===== src/rtl/rfarb_pkg.sv =====
// Shared defaults and the write-request record for the register-file write arbiter.
package rfarb_pkg;
    localparam int DATA_W     = 32;
    localparam int ADDR_W     = 5;
    localparam int FIFO_DEPTH = 4;
    localparam int STARVE_MAX = 8;

    typedef struct packed {
        logic [ADDR_W-1:0] addr;
        logic [DATA_W-1:0] data;
    } wr_req_t;
endpackage


===== src/rtl/rfarb_fifo.sv =====
// Small synchronous FIFO buffering long-latency write results; push is ignored when full,
// pop is ignored when empty, and push/pop may occur together.
module rfarb_fifo
    import rfarb_pkg::*;
#(
    parameter int WIDTH = ADDR_W + DATA_W,
    parameter int DEPTH = FIFO_DEPTH,
    localparam int PTR_W = $clog2(DEPTH)
) (
    input  logic             clk,
    input  logic             rst,
    input  logic             push,
    input  logic             pop,
    input  logic [WIDTH-1:0] din,
    output logic [WIDTH-1:0] dout,
    output logic             full,
    output logic             empty,
    output logic [PTR_W:0]   count
);
    localparam logic [PTR_W:0] FULL_CNT = (PTR_W+1)'(DEPTH);

    logic [WIDTH-1:0] mem [DEPTH];
    logic [PTR_W-1:0] wr_ptr;
    logic [PTR_W-1:0] rd_ptr;
    logic             push_ok;
    logic             pop_ok;

    assign full    = (count == FULL_CNT);
    assign empty   = (count == '0);
    assign push_ok = push && !full;
    assign pop_ok  = pop && !empty;
    assign dout    = mem[rd_ptr];

    always_ff @(posedge clk) begin
        if (push_ok) begin
            mem[wr_ptr] <= din;
        end
    end

    // Depth is a power of two, so pointers wrap by natural overflow.
    always_ff @(posedge clk or negedge rst) begin
        if (!rst) begin
            wr_ptr <= '0;
            rd_ptr <= '0;
            count  <= '0;
        end else begin
            if (push_ok) wr_ptr <= wr_ptr + 1'b1;
            if (pop_ok)  rd_ptr <= rd_ptr + 1'b1;
            case ({push_ok, pop_ok})
                2'b10:   count <= count + 1'b1;
                2'b01:   count <= count - 1'b1;
                default: count <= count;
            endcase
        end
    end
endmodule


===== src/rtl/regfile_write_arbiter.sv =====
// Shares the register-file write port between pipeline writeback (priority) and buffered
// long-latency results. Define RFARB_SCOREBOARD_EN to enable the pending-register scoreboard.
module regfile_write_arbiter
    import rfarb_pkg::*;
#(
    parameter int DATA_W     = rfarb_pkg::DATA_W,
    parameter int ADDR_W     = rfarb_pkg::ADDR_W,
    parameter int FIFO_DEPTH = rfarb_pkg::FIFO_DEPTH,
    parameter int STARVE_MAX = rfarb_pkg::STARVE_MAX
) (
    input  logic              clk,
    input  logic              rst,
    input  logic              wb_valid,
    input  logic [ADDR_W-1:0] wb_addr,
    input  logic [DATA_W-1:0] wb_data,
    input  logic              lu_valid,
    output logic              lu_ready,
    input  logic [ADDR_W-1:0] lu_addr,
    input  logic [DATA_W-1:0] lu_data,
    input  logic              issue_valid,
    input  logic [ADDR_W-1:0] issue_addr,
    input  logic [ADDR_W-1:0] chk_addr1,
    input  logic [ADDR_W-1:0] chk_addr2,
    output logic              busy1,
    output logic              busy2,
    output logic              stall_req,
    output logic              rf_we,
    output logic [ADDR_W-1:0] rf_waddr,
    output logic [DATA_W-1:0] rf_wdata
);
    localparam int PTR_W    = $clog2(FIFO_DEPTH);
    localparam int CNT_W    = $clog2(STARVE_MAX + 1);
    localparam int REQ_W    = ADDR_W + DATA_W;
    localparam int NUM_REGS = 2 ** ADDR_W;
    localparam logic [CNT_W-1:0] STARVE_LIM = CNT_W'(STARVE_MAX);

    logic              fifo_full;
    logic              fifo_empty;
    logic [PTR_W:0]    fifo_count;
    logic [REQ_W-1:0]  head_req;
    logic [ADDR_W-1:0] head_addr;
    logic [DATA_W-1:0] head_data;
    logic              wb_take;
    logic              pop_sel;
    logic              push;
    logic [CNT_W-1:0]  starve_cnt;
    logic [CNT_W-1:0]  starve_next;

    assign {head_addr, head_data} = head_req;

    // A writeback to r0 is a free slot, so it does not block draining.
    assign wb_take  = wb_valid && (wb_addr != '0);
    assign pop_sel  = !wb_take && !fifo_empty;
    assign push     = lu_valid && !fifo_full;
    assign lu_ready = !fifo_full;

    rfarb_fifo #(
        .WIDTH (REQ_W),
        .DEPTH (FIFO_DEPTH)
    ) u_fifo (
        .clk   (clk),
        .rst   (rst),
        .push  (push),
        .pop   (pop_sel),
        .din   ({lu_addr, lu_data}),
        .dout  (head_req),
        .full  (fifo_full),
        .empty (fifo_empty),
        .count (fifo_count)
    );

    always_ff @(posedge clk or negedge rst) begin
        if (!rst) begin
            rf_we    <= 1'b0;
            rf_waddr <= '0;
            rf_wdata <= '0;
        end else if (wb_take) begin
            rf_we    <= 1'b1;
            rf_waddr <= wb_addr;
            rf_wdata <= wb_data;
        end else if (pop_sel && (head_addr != '0)) begin
            rf_we    <= 1'b1;
            rf_waddr <= head_addr;
            rf_wdata <= head_data;
        end else begin
            rf_we    <= 1'b0;
            rf_waddr <= '0;
            rf_wdata <= '0;
        end
    end

    always_comb begin
        starve_next = starve_cnt;
        if ((fifo_count == '0) || pop_sel) begin
            starve_next = '0;
        end else if (starve_cnt != STARVE_LIM) begin
            starve_next = starve_cnt + 1'b1;
        end
    end

    always_ff @(posedge clk or negedge rst) begin
        if (!rst) begin
            starve_cnt <= '0;
            stall_req  <= 1'b0;
        end else begin
            starve_cnt <= starve_next;
            stall_req  <= (starve_next == STARVE_LIM);
        end
    end

`ifdef RFARB_SCOREBOARD_EN
    logic [NUM_REGS-1:0] pending;
    logic [NUM_REGS-1:0] pending_next;
    logic                rf_from_lu;

    // Clear lands on the edge the register file captures the LU write; a same-edge issue wins.
    always_comb begin
        pending_next = pending;
        if (rf_we && rf_from_lu) begin
            pending_next[rf_waddr] = 1'b0;
        end
        if (issue_valid && (issue_addr != '0)) begin
            pending_next[issue_addr] = 1'b1;
        end
    end

    always_ff @(posedge clk or negedge rst) begin
        if (!rst) begin
            pending    <= '0;
            rf_from_lu <= 1'b0;
        end else begin
            pending    <= pending_next;
            rf_from_lu <= pop_sel && (head_addr != '0);
        end
    end

    assign busy1 = (chk_addr1 != '0) && pending[chk_addr1];
    assign busy2 = (chk_addr2 != '0) && pending[chk_addr2];
`else
    logic unused_sb;
    assign unused_sb = ^{issue_valid, issue_addr, chk_addr1, chk_addr2};
    assign busy1     = 1'b0;
    assign busy2     = 1'b0;
`endif
endmodule


===== config.mk =====
export PLATFORM = sky130hd
export DESIGN_NAME = regfile_write_arbiter
export DESIGN_NICKNAME = d
export VERILOG_FILES = /design/src/rtl/rfarb_pkg.sv /design/src/rtl/rfarb_fifo.sv /design/src/rtl/regfile_write_arbiter.sv
export SDC_FILE = /design/constraint.sdc
export NUM_CORES = 1
export LEC_CHECK = 0
export ABC_CLOCK_PERIOD_IN_PS = 2680
export CAP_MARGIN = 40
export CORE_AREA = 4 4 142 144
export DETAILED_ROUTE_END_ITERATION = 6
export DIE_AREA = 0 0 146 148
export DONT_BUFFER_PORTS = 1
export HOLD_SLACK_MARGIN = 0.06
export MAX_ROUTING_LAYER = met4
export SYNTH_ARGS = -nofsm -noshare
export SYNTH_HDL_FRONTEND = slang
export SYNTH_SLANG_ARGS = --single-unit

===== constraint.sdc =====
create_clock -name clk -period 2.68 [get_ports clk]
set_clock_uncertainty 0.15 [all_clocks]
set_input_delay 0.536 -clock clk [delete_from_list [all_inputs] [get_ports clk]]
set_output_delay 0.536 -clock clk [all_outputs]
set_load 0.01 [all_outputs]

==> results of run 1 <==
[logic make-up (layout without fill, tap and decap cells)]
kind of cell | after synthesis | after routing | synth area share (%)
flip-flops | 198 | 198 | 74.57
AND/OR/NAND/NOR | 93 | 93 | 5.947
AO/OA/AOI/OAI | 41 | 41 | 3.588
multiplexers | 39 | 39 | 11.34
buffers and inverters | 33 | 103 | 2.179
adder cells (fa/ha/maj) | 8 | 8 | 1.409
XOR/XNOR | 8 | 8 | 0.9173
other | 1 | 2 | 0.04910
[worst max-delay path: stages (launching register included)]
cell	delay, ns
dfrtp_2	0.46
mux4_1	0.60
or4_4	0.59
nor2_8	0.12
buf_4	0.26
o21ai_0	0.13
[state kept, by name, indices dropped and copies added, names as in the netlist]
register	cells
u_fifo.mem	148
rf_wdata	32
rf_waddr	5
starve_cnt	4
u_fifo.count	3
u_fifo.rd_ptr	2
u_fifo.wr_ptr	2
rf_we	1
stall_req	1
[report_power, final]
| group | switching, W | internal (W) | total [W] |
|---|---|---|---|
| logic | 0.00124 | 0.00108 | 0.00231 |
| registers | 0.000392 | 0.00409 | 0.00448 |
| clock network | 0.00109 | 0.00141 | 0.00250 |
| total | 0.00272 | 0.00657 | 0.00929 |
[layout by cell type (no fill, tap or decap), types with 2 or more instances in the layout]
cell type,count
dlygate4sd3_1,43
buf_16,2
xnor2_1,4
o21ai_1,5
o21ai_2,15
nor3_1,2
buf_12,3
nor2_1,2
dfrtp_1,48
bufinv_16,2
dfrtp_2,2
inv_6,2
and3_2,4
nand3_1,35
clkinvlp_4,4
buf_4,15
a22o_1,2
clkbuf_16,17
clkbuf_1,4
conb_1,2
edfxtp_1,148
mux4_1,3
mux4_2,34
ha_1,7
inv_1,8
nand2_1,39
xor2_1,4
and3_1,2
o21ai_0,16
[cell usage after synthesis (2+ instances only)]
library cell | number | share of area [%]
xnor2_1 | 4 | 0.46
mux4_1 | 3 | 1.0
inv_1 | 8 | 0.39
o21ai_2 | 15 | 1.7
o21ai_1 | 6 | 0.39
and3_1 | 6 | 0.49
nand2_1 | 39 | 1.9
nor3_1 | 2 | 0.13
o21ai_0 | 16 | 1.0
buf_4 | 2 | 0.20
dfrtp_1 | 50 | 16
nor2_1 | 3 | 0.15
a22o_1 | 2 | 0.23
nand3_1 | 35 | 2.3
buf_1 | 3 | 0.15
buf_6 | 4 | 0.59
edfxtp_1 | 148 | 58
ha_1 | 7 | 1.1
xor2_1 | 4 | 0.46
mux4_2 | 34 | 10
clkbuf_1 | 12 | 0.59
buf_2 | 4 | 0.26
[metal layers]
layer	wire (um)	vias up	GRT usage (%)
met1	6517	1974	18.95
li1	-	1742	-
met2	7952	98	25.52
met3	721	18	3.219
met4	271	0	5.033
met5	0	-	-
[through the flow]
step | cells | worst slack, ns | area [um^2]
after floorplan | 422 | 0.04700 | 7644
after global placement | 649 | 0.04634 | 7994
after detailed placement | 650 | 0.01313 | 8021
after CTS | 724 | 0.2058 | 9035
after global routing | 726 | 0.1161 | 9055
final | 726 | 0.2383 | 9055
[what timing repair did]
action / CTS / global route
hold endpoints to repair: 201 / 2
setup buffers: 0 / 0
hold buffers: 42 / 2
[worst max-delay path by stage]
stage / cells after the start / slack [ns] / end / startpoint
floorplan: 9 / 0.05 / u_fifo.count[2] / wb_addr[1]
global placement: 9 / 0.05 / u_fifo.count[2] / wb_addr[1]
detailed placement: 9 / 0.01 / u_fifo.count[2] / wb_addr[1]
CTS: 5 / 0.21 / rf_wdata[21] / u_fifo.rd_ptr[0]
global route: 5 / 0.12 / rf_wdata[21] / u_fifo.rd_ptr[0]
finish: 5 / 0.24 / rf_wdata[21] / u_fifo.rd_ptr[0]
[area by class of cell]
type,count,area (um^2),area share (%)
Inverter,8,30.03,0.3316
Sequential cell,198,5698,62.93
Clock inverter,10,121.4,1.340
Clock buffer,22,454.2,5.016
Multi-Input combinational cell,191,1800,19.88
Timing Repair Buffer,63,658.1,7.268
Tap cell,234,292.8,3.233
==> flow_metrics.py, run 1 <==
metrics = {
    "placement": {
        "gp_congestion": 0.7346,
        "numPortBuffers": 0,
        "hpwl_um": 9667,
    },
    "worst_setup_path": {
        "critPathLaunchType": "register",
        "arrival_ns": 2.58,
        "rr_endpoint": "rf_wdata[21]",
        "crit_fanout": 17,
        "ff2ff_path_depth": 5,
        "required_ns": 2.82,
        "r2r_setup_slack_ns": 0.24,
        "crit_type": "register to register",
        "rr_startpoint": "u_fifo.rd_ptr[0]",
        "end_kind": "register",
    },
    "floorplanning": {
        "die_h_um": 148,
        "initial_core_util_pct": 40.83,
        "core-area_um2": 18710,
        "std_cell_rows": 50,
        "die_width_um": 146,
        "pin_count": 136,
        "die_area_um2": 21610,
    },
    "logic_synthesis": {
        "syn_avg_cell_area_um2": 18.14,
        "yosys_warnings": 0,
        "synth_edf_count": 148,
        "ys.flop_type": "edfxtp_1",
        "seq_area_frac_synth_pct": 74.57,
        "ys_ff_latch": 198,
        "async_reset_ff_share_pct": 25.25,
        "synth_cells": 421,
        "syn_area_um2": 7637,
        "yosys.cell_types.count": 36,
    },
    "sta": {
        "setup_viol": 0,
        "rsz0062_at_grt": "false",
        "final_max_slew_viol_count": 0,
        "fmax_ghz": 0.4096,
        "final-hold-violation-count": 0,
        "final.setup.tns_ns": 0,
        "fin_crit_ns": 2.442,
        "worst_hold_slack_ns": 0.08041,
        "post-route-period-util_pct": 91.11,
    },
    "global_routing": {
        "grt_util_all_layers_pct": 15.33,
        "grt_max_degree": 51,
        "overflow": 0,
        "grt_pass1_vias": 4182,
        "grt_pass1_wl_um": 24150,
        "antenna_found_initial": 0,
    },
    "power": {
        "power.leakage_nw": 3.224,
        "vdd_drop_max_v": 0.0004398,
        "total_power_w": 0.009292,
        "powerDensity_nw_per_um2": 1026,
    },
    "clock_network": {
        "cts_max_level": 4,
        "cts_tree": "built",
        "post_cts_resize_count": 0,
        "numCtsBuffers": 17,
        "clk_pin_slew_ns": 0.07,
        "cts-root-buf": "clkbuf_16",
        "clk_latency_ns": 0.42,
        "clockBufferDepth": 2,
        "clkSinkCount": 198,
    },
    "routing": {
        "dr.pass1.iters": 4,
        "ant_nets": 0,
        "wirelength_um": 15460,
        "drcViolationCount": 0,
        "avgViaCountPerCell": 5.278,
        "wl_per_cell_um": 21.30,
        "first_iter_violations": 211,
        "vias": 3832,
    },
    "cells_and_area": {
        "drive_gt1_share_pct": 22.36,
        "diodes": 0,
        "nFillCells": 1563,
        "fin_util_pct": 48.41,
        "syn_to_final_growth_pct": 18.56,
        "fin_nets": 581,
    },
    "worst_hold_path": {
        "whs_path_depth": 2,
        "hold_class": "input port to register",
        "hold_end": "rf_wdata[13]",
        "worstHoldStart": "wb_data[13]",
    },
    "run_status": {
        "status": "finished clean",
    },
    "job": {
        "cap_violations": 0,
    },
}
Note: power is estimated with default switching activity, not from simulation.
==> run 2, diff against run 1 <==
- HOLD_SLACK_MARGIN: 0.06 -> 0.08
==> run 2 against run 1 <==
Flip-flop and latch count unchanged; fmax decreased by 0.43%; sequential power about the same; non-clock buffer count increased by 28; combinational power increased by 2%; final cell count increased by 3.9%; final area increased by 3.1%; via count increased by 2.6%; clock power about the same; power increased by 0.49%.
==> flow_metrics.py, run 2 (synthesis results as in run 1) <==
metrics = {
    "power": {
        "power.leakage_nw": 3.338,
        "powerDensity_nw_per_um2": 1000,
        "vdd_drop_max_v": 0.0004384,
    },
    "worst_setup_path": {
        "arrival_ns": 2.59,
        "critPathBufInv": 1,
        "critPathTopFamily": "simple AND/OR/NAND/NOR gates",
        "critPathLaunchType": "register",
        "cp_cell_sequence": "mux4_1 > or4_4 > nor2_8 > buf_4 > o21ai_0",
        "end_kind": "register",
        "cpPeakStageDelay_ns": 0.60,
        "path_depth": 5,
        "crit_fanout": 17,
        "ff2ff_path_depth": 5,
        "required_ns": 2.82,
        "crit_type": "register to register",
        "slowest_stage": "mux4_1",
    },
    "routing": {
        "wirelength_um": 15820,
        "dr.pass1.iters": 4,
        "vias": 3933,
        "drt-met1-wl_um": 6844,
        "wl_met2_um": 8137,
        "ant_nets": 0,
        "wl_met3_um": 528,
        "wl_per_cell_um": 20.98,
        "avgViaCountPerCell": 5.216,
        "drcViolationCount": 0,
        "first_iter_violations": 215,
        "top_layer": "met4",
    },
    "placement": {
        "gp_congestion": 0.7346,
        "post-place-cells": 650,
        "placed_area_um2": 8021,
        "hpwl_um": 9667,
        "numPortBuffers": 0,
    },
    "sta": {
        "setup_viol": 0,
        "rsz0062_at_grt": "false",
        "fmax_ghz": 0.4078,
        "final-hold-violation-count": 0,
        "final_max_slew_viol_count": 0,
        "fin_crit_ns": 2.452,
        "post-route-period-util_pct": 91.50,
        "final.setup.tns_ns": 0,
    },
    "floorplanning": {
        "core-area_um2": 18710,
        "initial_core_util_pct": 40.83,
        "std_cell_rows": 50,
        "die_area_um2": 21610,
        "die_h_um": 148,
        "die_width_um": 146,
        "pin_count": 136,
    },
    "cells_and_area": {
        "syn_to_final_growth_pct": 22.23,
        "largest_reg_flops": 148,
        "stdcell_area_um2": 9335,
        "final_common_cell": "edfxtp_1",
        "drive_gt1_share_pct": 21.15,
        "regMostFlops": "u_fifo.mem",
        "top_regs": "u_fifo.mem: 148 flops, rf_wdata: 32 flops, rf_waddr: 5 flops",
        "layout_common_cells": "edfxtp_1, dlygate4sd3_1, dfrtp_1, nand2_1, nand3_1",
        "diodes": 0,
        "nFillCells": 1523,
        "instances_no_fill": 754,
        "fin_nets": 609,
    },
    "clock_network": {
        "clk_latency_ns": 0.43,
        "clkSinkCount": 198,
        "cts_max_level": 4,
        "cts_tree": "built",
        "clockBufferDepth": 2,
        "numCtsBuffers": 17,
        "clk_pin_slew_ns": 0.07,
        "cts-root-buf": "clkbuf_16",
        "cts_setup_buffers": 0,
    },
    "global_routing": {
        "antenna_found_initial": 0,
        "grt_pass1_wl_um": 24540,
        "grt_max_degree": 51,
        "grt_util_all_layers_pct": 15.55,
        "overflow": 0,
        "grt_pass1_vias": 4307,
    },
    "run_status": {
        "status": "finished clean",
    },
    "worst_hold_path": {
        "hold_class": "input port to register",
        "whs_path_depth": 1,
    },
    "job": {
        "cap_violations": 0,
    },
}
[run 2: cell count changes in the layout (fill, tap and decap cells not counted), sizes merged]
cell and delta:
dlygate4sd3 +28
[run 2: per-layer routing]
layer	vias to the layer above	track usage, %
met1	2023	19.35
met5	-	-
met4	0	5.597
met2	97	25.73
met3	21	2.974
li1	1792	-
[run 2: layout make-up]
class / instances / area, um^2 / share of cell area (%)
flip-flops and latches: 198 / 5698 / 61.04
multi-input cells: 191 / 1800 / 19.29
repair buffers: 91 / 938.4 / 10.05
clock buffers: 22 / 454.2 / 4.865
well taps: 234 / 292.8 / 3.136
clock inverters: 10 / 121.4 / 1.300
inverters: 8 / 30.03 / 0.3217
[run 2: final timing paths]
| kind | start | endpoint | slack (ns) |
|---|---|---|---|
| worst max register to register | u_fifo.rd_ptr[0] | rf_wdata[19] | 0.23 |
| worst min-delay path | wb_addr[4] | rf_waddr[4] | 0.10 |
| worst max-delay path | u_fifo.rd_ptr[0] | rf_wdata[19] | 0.23 |
| worst min register to register | u_fifo.count[2] | u_fifo.count[2] | 0.37 |
| min in group asynchronous | rst | rf_waddr[0] | 0.48 |
| max in group asynchronous | rst | u_fifo.rd_ptr[0] | 1.65 |
[run 2: per-stage QoR]
stage / total power, W / util [%] / setup WS [ns] / hold slack, ns
floorplan: 0.006134 / - / 0.04700 / 0.09041
global placement: 0.006749 / 42.74 / 0.04634 / 0.09268
detailed placement: 0.006865 / 42.88 / 0.01313 / 0.09226
CTS: 0.009482 / 49.91 / 0.2058 / 0.08063
global route: 0.009849 / 49.91 / 0.1161 / 0.08347
finish: 0.009337 / 49.91 / 0.2278 / 0.1010
[run 2: power by group]
| part | internal, W | total (W) | switching (W) |
|---|---|---|---|
| clock | 0.00141 | 0.00250 | 0.00109 |
| sequential | 0.00409 | 0.00449 | 0.000397 |
| combinational | 0.00110 | 0.00235 | 0.00125 |
| total | 0.00660 | 0.00934 | 0.00274 |
[run 2: repair_timing]
item,CTS,global route
resized for setup,0,0
endpoints found under the hold margin,229,0
hold buffers,72,0
